$ cat src/rtl/trng_pkg.sv
// Shared types and defaults for the TRNG sampling controller.
// Latency: n/a (package only).
// Backpressure: n/a (package only).
package trng_pkg;

   localparam int TRNG_WIDTH         = 8;
   localparam int DEF_SETTLE_CYCLES  = 4;
   localparam int DEF_FIFO_DEPTH     = 4;
   localparam int DEF_REPEAT_LIMIT   = 8;

   typedef enum logic [1:0] {
      ST_IDLE    = 2'd0,
      ST_SETTLE  = 2'd1,
      ST_CAPTURE = 2'd2
   } trng_state_t;

endpackage

$ cat src/rtl/trng_fifo.sv
// Small synchronous FIFO buffering random bytes for the consumer.
// Latency: a pushed word is visible on pop_data the cycle after the push.
// Backpressure: push is ignored when full unless a pop happens the same cycle; pop ignored when empty.
module trng_fifo #(
   parameter int DEPTH = 4,
   parameter int WIDTH = 8
) (
   input  logic                     clk,
   input  logic                     rst_n,
   input  logic                     push,
   input  logic [WIDTH-1:0]         push_data,
   input  logic                     pop,
   output logic [WIDTH-1:0]         pop_data,
   output logic                     full,
   output logic                     empty,
   output logic [$clog2(DEPTH):0]   count
);

   localparam int AW = $clog2(DEPTH);
   localparam int CW = AW + 1;

   logic [WIDTH-1:0] mem [DEPTH];
   logic [AW-1:0]    wr_ptr;
   logic [AW-1:0]    rd_ptr;
   logic             do_push;
   logic             do_pop;

   assign full     = (count == CW'(DEPTH));
   assign empty    = (count == '0);
   assign do_pop   = pop & ~empty;
   assign do_push  = push & (~full | do_pop);
   // Reads as zero while empty so the output is clean straight out of reset.
   assign pop_data = empty ? '0 : mem[rd_ptr];

   // Storage array; contents are don't-care until written, so no reset.
   always_ff @(posedge clk) begin
      if (do_push) mem[wr_ptr] <= push_data;
   end

   // Pointers wrap naturally because DEPTH is a power of two.
   always_ff @(posedge clk or negedge rst_n) begin
      if (!rst_n) begin
         wr_ptr <= '0;
         rd_ptr <= '0;
         count  <= '0;
      end else begin
         if (do_push) wr_ptr <= wr_ptr + AW'(1);
         if (do_pop)  rd_ptr <= rd_ptr + AW'(1);
         case ({do_push, do_pop})
            2'b10:   count <= count + CW'(1);
            2'b01:   count <= count - CW'(1);
            default: count <= count;
         endcase
      end
   end

endmodule

$ cat src/rtl/trng_sample_ctrl.sv
// Drives the SR-latch entropy network, health-checks raw bytes and buffers them for a consumer.
// Latency: SETTLE_CYCLES enable cycles + 1 capture cycle per raw byte; byte visible the cycle after capture.
// Backpressure: sampling pauses when the FIFO is full; define TRNG_VON_NEUMANN_EN to debias captured pairs.
module trng_sample_ctrl
   import trng_pkg::*;
#(
   parameter int SETTLE_CYCLES = DEF_SETTLE_CYCLES,
   parameter int FIFO_DEPTH    = DEF_FIFO_DEPTH,
   parameter int REPEAT_LIMIT  = DEF_REPEAT_LIMIT
) (
   input  logic                  clk,
   input  logic                  rst_n,
   input  logic                  run,
   output logic                  rng_enable,
   input  logic [TRNG_WIDTH-1:0] rng_number,
   output logic [TRNG_WIDTH-1:0] out_data,
   output logic                  out_valid,
   input  logic                  out_ready,
   output logic                  busy,
   output logic                  stuck
);

   localparam int CW = $clog2(FIFO_DEPTH) + 1;

   trng_state_t           state;
   trng_state_t           state_nxt;
   logic [7:0]            settle_cnt;
   logic [7:0]            rep_cnt;
   logic [7:0]            rep_nxt;
   logic [TRNG_WIDTH-1:0] prev_cap;
   logic                  run_q;
   logic                  capture;
   logic                  stuck_hit;
   logic                  stuck_clr;

   logic                  fifo_push;
   logic [TRNG_WIDTH-1:0] fifo_push_data;
   logic                  fifo_pop;
   logic                  fifo_full;
   logic                  fifo_empty;
   logic [CW-1:0]         fifo_count;
   logic [CW-1:0]         cnt_after;
   logic                  full_after;

   assign capture    = (state == ST_CAPTURE);
   assign rep_nxt    = ((rep_cnt != 8'd0) && (rng_number == prev_cap)) ? rep_cnt + 8'd1 : 8'd1;
   assign stuck_hit  = capture && (rep_nxt >= 8'(REPEAT_LIMIT));
   assign stuck_clr  = run_q & ~run;
   assign fifo_pop   = out_ready & ~fifo_empty;
   assign out_valid  = ~fifo_empty;
   // Occupancy once this cycle's push and pop land; decides whether another sample fits.
   assign cnt_after  = fifo_count + CW'(fifo_push) - CW'(fifo_pop);
   assign full_after = (cnt_after == CW'(FIFO_DEPTH));

`ifdef TRNG_VON_NEUMANN_EN
   logic                  half_vld;
   logic [TRNG_WIDTH-1:0] half_data;
   logic [6:0]            acc_bits;
   logic [2:0]            acc_cnt;
   logic [14:0]           vn_acc;
   logic [3:0]            vn_cnt;
   logic [3:0]            vn_lsb;
   logic                  vn_full;

   // Fold the current pair into the carried bits; oldest bit ends up most significant.
   always_comb begin
      vn_acc = {8'd0, acc_bits};
      vn_cnt = {1'b0, acc_cnt};
      for (int i = 0; i < TRNG_WIDTH; i++) begin
         if (half_data[i] != rng_number[i]) begin
            vn_acc = {vn_acc[13:0], half_data[i]};
            vn_cnt = vn_cnt + 4'd1;
         end
      end
      vn_full        = vn_cnt[3];
      vn_lsb         = vn_cnt - 4'd8;
      fifo_push      = capture && !stuck_hit && half_vld && vn_full;
      fifo_push_data = vn_full ? vn_acc[vn_lsb +: 8] : 8'd0;
   end

   // Pair tracking and leftover-bit carry; an abort drops only the unpaired half.
   always_ff @(posedge clk or negedge rst_n) begin
      if (!rst_n) begin
         half_vld  <= 1'b0;
         half_data <= '0;
         acc_bits  <= '0;
         acc_cnt   <= '0;
      end else if (stuck_hit) begin
         half_vld <= 1'b0;
      end else if (capture) begin
         if (!half_vld) begin
            half_vld  <= 1'b1;
            half_data <= rng_number;
         end else begin
            half_vld <= 1'b0;
            acc_bits <= vn_acc[6:0];
            acc_cnt  <= vn_cnt[2:0];
         end
      end else if (!run) begin
         half_vld <= 1'b0;
      end
   end
`else
   // Raw mode: every healthy capture goes straight into the buffer.
   always_comb begin
      fifo_push      = capture && !stuck_hit;
      fifo_push_data = rng_number;
   end
`endif

   // State register.
   always_ff @(posedge clk or negedge rst_n) begin
      if (!rst_n) state <= ST_IDLE;
      else        state <= state_nxt;
   end

   // Next-state: start only with buffer space, abort on run drop, stop on health fault.
   always_comb begin
      state_nxt = state;
      case (state)
         ST_IDLE: begin
            if (run && !stuck && !fifo_full) state_nxt = ST_SETTLE;
         end
         ST_SETTLE: begin
            if (!run)                                          state_nxt = ST_IDLE;
            else if (settle_cnt == 8'(SETTLE_CYCLES - 1))      state_nxt = ST_CAPTURE;
         end
         ST_CAPTURE: begin
            if (!stuck_hit && run && !full_after) state_nxt = ST_SETTLE;
            else                                   state_nxt = ST_IDLE;
         end
         default: state_nxt = ST_IDLE;
      endcase
   end

   // Outputs decoded from state: the latch network is enabled through settle and capture.
   always_comb begin
      rng_enable = (state == ST_SETTLE) || (state == ST_CAPTURE);
      busy       = (state != ST_IDLE);
   end

   // Settle counter restarts from zero on every entry into SETTLE.
   always_ff @(posedge clk or negedge rst_n) begin
      if (!rst_n)                  settle_cnt <= 8'd0;
      else if (state == ST_SETTLE) settle_cnt <= settle_cnt + 8'd1;
      else                         settle_cnt <= 8'd0;
   end

   // Repetition health check; the run falling edge is the only way out of a fault.
   always_ff @(posedge clk or negedge rst_n) begin
      if (!rst_n) begin
         run_q    <= 1'b0;
         stuck    <= 1'b0;
         rep_cnt  <= 8'd0;
         prev_cap <= '0;
      end else begin
         run_q <= run;
         if (stuck_hit)      stuck <= 1'b1;
         else if (stuck_clr) stuck <= 1'b0;
         if (capture) begin
            prev_cap <= rng_number;
            rep_cnt  <= stuck_hit ? 8'd0 : rep_nxt;
         end
      end
   end

   trng_fifo #(
      .DEPTH (FIFO_DEPTH),
      .WIDTH (TRNG_WIDTH)
   ) u_fifo (
      .clk       (clk),
      .rst_n     (rst_n),
      .push      (fifo_push),
      .push_data (fifo_push_data),
      .pop       (fifo_pop),
      .pop_data  (out_data),
      .full      (fifo_full),
      .empty     (fifo_empty),
      .count     (fifo_count)
   );

endmodule

$ cat config.mk
export PLATFORM = sky130hd
export DESIGN_NAME = trng_sample_ctrl
export DESIGN_NICKNAME = d
export VERILOG_FILES = /design/src/rtl/trng_pkg.sv /design/src/rtl/trng_fifo.sv /design/src/rtl/trng_sample_ctrl.sv
export SDC_FILE = /design/constraint.sdc
export NUM_CORES = 1
export LEC_CHECK = 0
export BUFFER_PORTS_ARGS = -buffer_cell sky130_fd_sc_hd__buf_2
export CAP_MARGIN = 20
export CORE_MARGIN = 4
export CORE_UTILIZATION = 56
export DETAILED_ROUTE_END_ITERATION = 12
export GPL_TIMING_DRIVEN = 0
export PLACE_DENSITY = 0.75
export SYNTH_ARGS = -nofsm -noshare
export SYNTH_HDL_FRONTEND = slang
export SYNTH_HIERARCHICAL = 1
export SYNTH_SLANG_ARGS = --single-unit
$ cat constraint.sdc
create_clock -name clk -period 7 [get_ports clk]
set_input_delay 1.05 -clock clk [delete_from_list [all_inputs] [get_ports clk]]
set_output_delay 1.05 -clock clk [all_outputs]
set_load 0.05 [all_outputs]
# ---- Word-level counts from Yosys, hierarchy flattened
# Memories as Yosys holds them, arrays and structs flattened.
# Cells that the tools add are included.
dict set report word_totals {
  n_memories 1
  regBits 35
  wordCells 70
  ram_bits 32
}
dict set report classes {
  addsub 8
  bitwise_logic 8
  reduce_logical 19
  n_eq_ne 10
  mux 14
  n_lt_le_gt_ge 1
}
# memory depth word_bits rd rd_clocked_by_memory_dff write_ports line
set memory_table {}
lappend memory_table {u_fifo.mem 4 8 1 0 1 trng_fifo.sv:22} ;# logic [WIDTH-1:0] mem [DEPTH];
# operator count
set ops {}
lappend ops {{two-way mux 8 bit} 4}
lappend ops {{adder 8 x 1 -> 8 bit (second input constant)} 2}
lappend ops {{== test 8 x 2 -> 1 bit (second input constant)} 1}
lappend ops {{== test 8 bit} 1}
lappend ops {{greater-or-equal comparator 8 x 4 -> 1 bit (second input constant)} 1}
lappend ops {{nonzero test 8 bit} 1}
lappend ops {{logical AND 1 bit} 7}
lappend ops {{== test 3 bit (second input constant)} 2}
lappend ops {{two-way mux 2 bit} 3}
lappend ops {{case mux 2 bit (3 select lines)} 1}
lappend ops {{case mux 3 bit (2 select lines)} 1}
lappend ops {{nonzero test 2 bit} 3}
lappend ops {{two-way mux 1 bit} 5}
lappend ops {{adder 2 x 1 -> 2 bit (second input constant)} 2}
lappend ops {{bitwise AND 1 bit} 4}
lappend ops {{== test 2 x 1 -> 1 bit (second input constant)} 2}
lappend ops {{== test 2 bit (second input constant)} 2}
lappend ops {{zero test 1 bit} 4}
lappend ops {{adder 3 x 1 -> 3 bit} 1}
lappend ops {{adder 3 x 1 -> 3 bit (second input constant)} 1}
lappend ops {{zero test 3 bit} 1}
lappend ops {{inequality test 3 bit (second input constant)} 1}
lappend ops {{inverter 1 bit} 3}
lappend ops {{subtractor 3 x 1 -> 3 bit} 1}
lappend ops {{other kinds (6)} 6}

# ---- Depth between registers and ports, before layout
dict set report depth {
  depth_word 14
  depth_mapped 14
}

# ---- Hierarchy
# The synthesis kept the hierarchy.
# module area_per_inst_um2 instances cells_each seq_area_each_um2
set by_module_without_submodules {}
lappend by_module_without_submodules {trng_fifo 1645.3 1 90 1136.1}
lappend by_module_without_submodules {trng_sample_ctrl 1511.4 1 134 700.7}

# ---- Worst setup path before layout
# No wires, ideal clock.
dict set report synth_timing {
  kind {input to register}
  startpoint {in rng_number[4]}
  endpoint {reg state[0]}
  stages 11
  setup_ps 143
  path_buffers 0
  required_time_ps 6857
  arrival_ps 3108
  slack_ps 3750
  path_cell_list {xnor2_1 nand4_1 nor3_2 a21o_1 inv_1 ha_1 fa_1 xnor2_1 xnor2_1 o311ai_0 o221ai_2}
}
dict set report synth_via {
  elab_chain_len 14
}
# item line
set synth_lines {}
lappend synth_lines {{start, declared} trng_sample_ctrl.sv:15} ;# input logic [TRNG_WIDTH-1:0] rng_number,
lappend synth_lines {{== test 8 bit} trng_sample_ctrl.sv:46} ;# assign rep_nxt = ((rep_cnt != 8'd0) && (rng_number == prev_cap)) ? rep_cnt + 8'd1 : 8'd1;
lappend synth_lines {{logical AND 1 bit} trng_sample_ctrl.sv:46}
lappend synth_lines {{two-way mux 8 bit} trng_sample_ctrl.sv:46}
lappend synth_lines {{greater-or-equal comparator 8 x 4 -> 1 bit} trng_sample_ctrl.sv:47} ;# assign stuck_hit = capture && (rep_nxt >= 8'(REPEAT_LIMIT));
lappend synth_lines {{logical AND 1 bit} trng_sample_ctrl.sv:47}
lappend synth_lines {{zero test 1 bit} trng_sample_ctrl.sv:106} ;# fifo_push = capture && !stuck_hit;
lappend synth_lines {{logical AND 1 bit} trng_sample_ctrl.sv:106}
lappend synth_lines {{via fifo_push} trng_sample_ctrl.sv:36} ;# logic fifo_push;
lappend synth_lines {{adder 3 x 1 -> 3 bit} trng_sample_ctrl.sv:52} ;# assign cnt_after = fifo_count + CW'(fifo_push) - CW'(fifo_pop);
lappend synth_lines {{subtractor 3 x 1 -> 3 bit} trng_sample_ctrl.sv:52}
lappend synth_lines {{== test 3 bit} trng_sample_ctrl.sv:53} ;# assign full_after = (cnt_after == CW'(FIFO_DEPTH));
lappend synth_lines {{zero test 1 bit} trng_sample_ctrl.sv:129} ;# if (!stuck_hit && run && !full_after) state_nxt = ST_SETTLE;
lappend synth_lines {{logical AND 1 bit} trng_sample_ctrl.sv:129}
lappend synth_lines {{two-way mux 1 bit} trng_sample_ctrl.sv:129}
lappend synth_lines {{case mux 2 bit (3 select lines)} trng_sample_ctrl.sv:120} ;# case (state)
lappend synth_lines {{end signal, assigned} trng_sample_ctrl.sv:114} ;# else state <= state_nxt;
lappend synth_lines {{end, declared} trng_sample_ctrl.sv:25} ;# trng_state_t state;
# The timed path passes the listed nets, and every way through them passes these cells.
# A chain may end at the register's enable or synchronous reset.

# ---- Final worst setup path
dict set report layout_timing {
  startpoint {in rng_number[0]}
  endpoint {reg state[0]}
}
# Same word-level chain as after synthesis.

==> flow_metrics.py <==
metrics = {
    "global_routing": {
        "antenna_found_initial": 0,
        "grt_pass1_wl_um": 9315,
        "grt_usage_pct": 17.44,
        "grt_pass1_vias": 1893,
        "grt.overflow.total": 0,
        "grt_max_degree": 36,
    },
    "clock_network": {
        "post_cts_resized": 0,
        "clkTransAtPathRegs_ns": 0.07,
        "cts_root_buffer": "clkbuf_8",
        "numCtsBuffers": 9,
        "cts_setup_buffers": 0,
        "cts_hold_buf": 0,
        "clock_latency_ns": 0.33,
        "h-tree-depth": 3,
        "cts_tree": "done",
        "clock_tree.buffer_depth": 2,
        "cts_num_sinks": 67,
    },
    "yosys": {
        "yosysUniqueCellTypes": 44,
        "synthCells": 224,
        "synthTopCellsByCount": "35 x dfrtp_1, 32 x edfxtp_1, 22 x inv_1, 17 x xnor2_1, 16 x and2_1",
        "synthAdderAreaFrac_pct": 6.817,
        "yosysTopAreaCellShare_pct": 30.44,
        "synthMuxAreaShare_pct": 9.671,
        "synth_most_common_cell": "dfrtp_1",
        "syn_area_per_cell_um2": 14.09,
        "synth_top_cells_by_area": "edfxtp_1 30%, dfrtp_1 28%, mux4_2 5.7%",
        "synth_top_area_cell": "edfxtp_1",
        "yosys_register_bits": 67,
        "synth-main-ff-cell": "dfrtp_1",
        "synthXorXnorAreaFrac_pct": 6.104,
        "synth-edff-count": 32,
        "synth_top_family_by_area": "simple AND/OR/NAND/NOR gates",
        "syn_area_mm2": 0.003157,
        "synth_fp_nets": 252,
        "synth-compound-area-share_pct": 3.805,
        "yosys_warnings": 6,
        "synth-simple-area-share_pct": 11.93,
        "ys_seq_area_share_pct": 58.18,
        "synthArstFlopShare_pct": 52.24,
    },
    "worst_setup_path": {
        "startpoint_type": "input pin",
        "r2r-start": "u_fifo/count[0]$_DFFE_PN0P_",
        "r2r_cells": 12,
        "crit_fanout": 6,
        "crit_type": "input pin to flop",
        "rrSetupSlack_ns": 3.76,
        "crit_required_ns": 7.19,
        "arrival_ns": 3.58,
        "end_kind": "flop",
        "reg2reg_to": "state[0]$_DFFE_PN0P_",
    },
    "min_path": {
        "whs_path_depth": 1,
        "hold_path_class": "flop to flop",
        "hp-start": "settle_cnt[0]$_DFF_PN0_",
        "hold_end": "settle_cnt[0]$_DFF_PN0_",
    },
    "sta": {
        "fin_skew_ns": 0.006214,
        "fin_crit_sh_pct": 48.40,
        "hold_violations": 0,
        "fin_setup_tns_ns": 0,
        "fmax_ghz": 0.2952,
        "rsz0062_at_grt": "false",
        "worst_pin_slew_ns": 0.7640,
        "finalSetupViolCount": 0,
        "slew_headroom_pct": 49.07,
        "setup_slack_ns": 3.612,
        "min_period_ns": 3.388,
        "drv_slew": 0,
    },
    "placed_design": {
        "post-place-ws_ns": 3.231,
        "hpwl_um": 3705,
        "place_congestion": 0.7509,
        "io_buffers": 23,
    },
    "die": {
        "core-area_mm2": 0.005473,
        "ios": 24,
        "dieHeight_um": 83.08,
        "initial_utilization_pct": 57.68,
        "dieArea_mm2": 0.006902,
        "std_cell_rows": 27,
        "dieWidth_um": 83.08,
    },
    "routing": {
        "ant_nets": 0,
        "drtIter0Drc": 95,
        "via_count": 1795,
        "wire_per_inst_um": 15.91,
        "drc": 0,
        "avgViaCountPerCell": 5.358,
        "drtPass1Iterations": 4,
        "wirelength_um": 5329,
    },
    "final_layout": {
        "fillers": 434,
        "n_antenna_cell": 0,
        "nets": 286,
        "layout-area-overhead-vs-synth_pct": 13.08,
        "drive_above_1_share_pct": 24.33,
    },
    "power": {
        "power_leakage_nw": 1.504,
        "powerDensity_mw_per_mm2": 423.2,
        "ir_drop_v": 0.0003380,
    },
    "outcome": {
        "status": "finished clean",
    },
    "flow_run": {
        "maxCapViolations": 0,
    },
}
==> layout by cell type (no fill, tap or decap), drive strengths merged, types with 2 or more instances in the layout <==
master,n
a31oi,2
fa,2
clkinv,3
nor3,3
nor2,3
inv,22
edfxtp,32
mux4,8
mux2,9
mux2i,2
xor2,5
ha,14
and2,20
nor4b,2
nand2,7
clkbuf,13
dfrtp,35
nor2b,7
nand3,6
buf,25
and3,3
xnor2,17
bufinv,2
nand4,3
o22ai,3
==> sequential cells by signal (all words and copies together), names as in the netlist <==
| name | cells |
|---|---|
| u_fifo/mem | 32 |
| prev_cap | 8 |
| rep_cnt | 8 |
| settle_cnt | 8 |
| u_fifo/count | 3 |
| state | 2 |
| u_fifo/rd_ptr | 2 |
| u_fifo/wr_ptr | 2 |
| run_q | 1 |
| stuck | 1 |
==> metal layers <==
layer | global-route usage, % | vias to the layer above | share of wire (%)
met5 | 0 | - | 0
met4 | 6.686 | 0 | 1.2
met3 | 4.365 | 6 | 4.1
met2 | 28.28 | 35 | 49
met1 | 22.69 | 897 | 45
li1 | - | 857 | -
==> final cells by class <==
cell class / count / area [µm²] / area share (%)
multi-input combinational: 130 / 1210 / 33.89
inverter: 22 / 82.58 / 2.313
timing repair buffer: 23 / 115.1 / 3.225
clock inverter: 6 / 80.08 / 2.243
tap: 72 / 90.09 / 2.524
buffer: 5 / 27.53 / 0.7711
sequential: 67 / 1837 / 51.45
clock buffer: 10 / 127.6 / 3.575
==> report_power, final <==
| part | switching (mW) | leakage (nW) | total, mW | internal, mW |
|---|---|---|---|---|
| clock | 0.135 | 0.101 | 0.333 | 0.198 |
| sequential | 0.0484 | 0.733 | 0.539 | 0.490 |
| combinational | 0.392 | 0.670 | 0.639 | 0.247 |
==> through the flow <==
stage / instance area (µm²) / util [%] / cells / power, mW / hold slack (ns)
floorplan: 3157 / - / 224 / 1.052 / 0.4241
global placement: 3362 / 61.43 / 319 / 1.168 / 0.4489
detailed placement: 3362 / 61.43 / 319 / 1.191 / 0.4562
CTS: 3570 / 65.23 / 335 / 1.531 / 0.4668
global route: 3570 / 65.23 / 335 / 1.617 / 0.4924
finish: 3570 / 65.23 / 335 / 1.511 / 0.4624
==> cells by family (layout without fill, tap and decap cells) <==
group / count (synthesis) / count (layout)
buffers and inverters: 27 / 66
adder cells (fa/ha/maj): 16 / 16
flip-flops: 67 / 67
multiplexers: 19 / 19
AO/OA/AOI/OAI: 14 / 14
XOR/XNOR: 22 / 22
AND/OR/NAND/NOR: 59 / 59
==> how the worst max path moves through the flow <==
stage	slack, ns	startpoint	cells after the start	end
2_1_floorplan	3.75	rng_number[4]	11	state[0]$_DFFE_PN0P_
3_3_place_gp	3.32	rng_number[0]	12	state[0]$_DFFE_PN0P_
3_5_place_dp	3.23	rng_number[0]	12	state[0]$_DFFE_PN0P_
4_1_cts	3.60	rng_number[0]	12	state[0]$_DFFE_PN0P_
5_1_grt	3.27	rng_number[0]	12	state[0]$_DFFE_PN0P_
6_report	3.61	rng_number[0]	12	state[0]$_DFFE_PN0P_
==> critical path: stages <==
cell and delay [ns]:
buf_2 0.13, xnor2_1 0.18, nand4_1 0.17, nor3_2 0.35
a21o_1 0.22, inv_1 0.08, ha_1 0.21, fa_1 0.37
xnor2_1 0.14, xnor2_1 0.12, o311ai_0 0.38, o221ai_2 0.16
No activity file was read; power rests on OpenSTA's default activity.
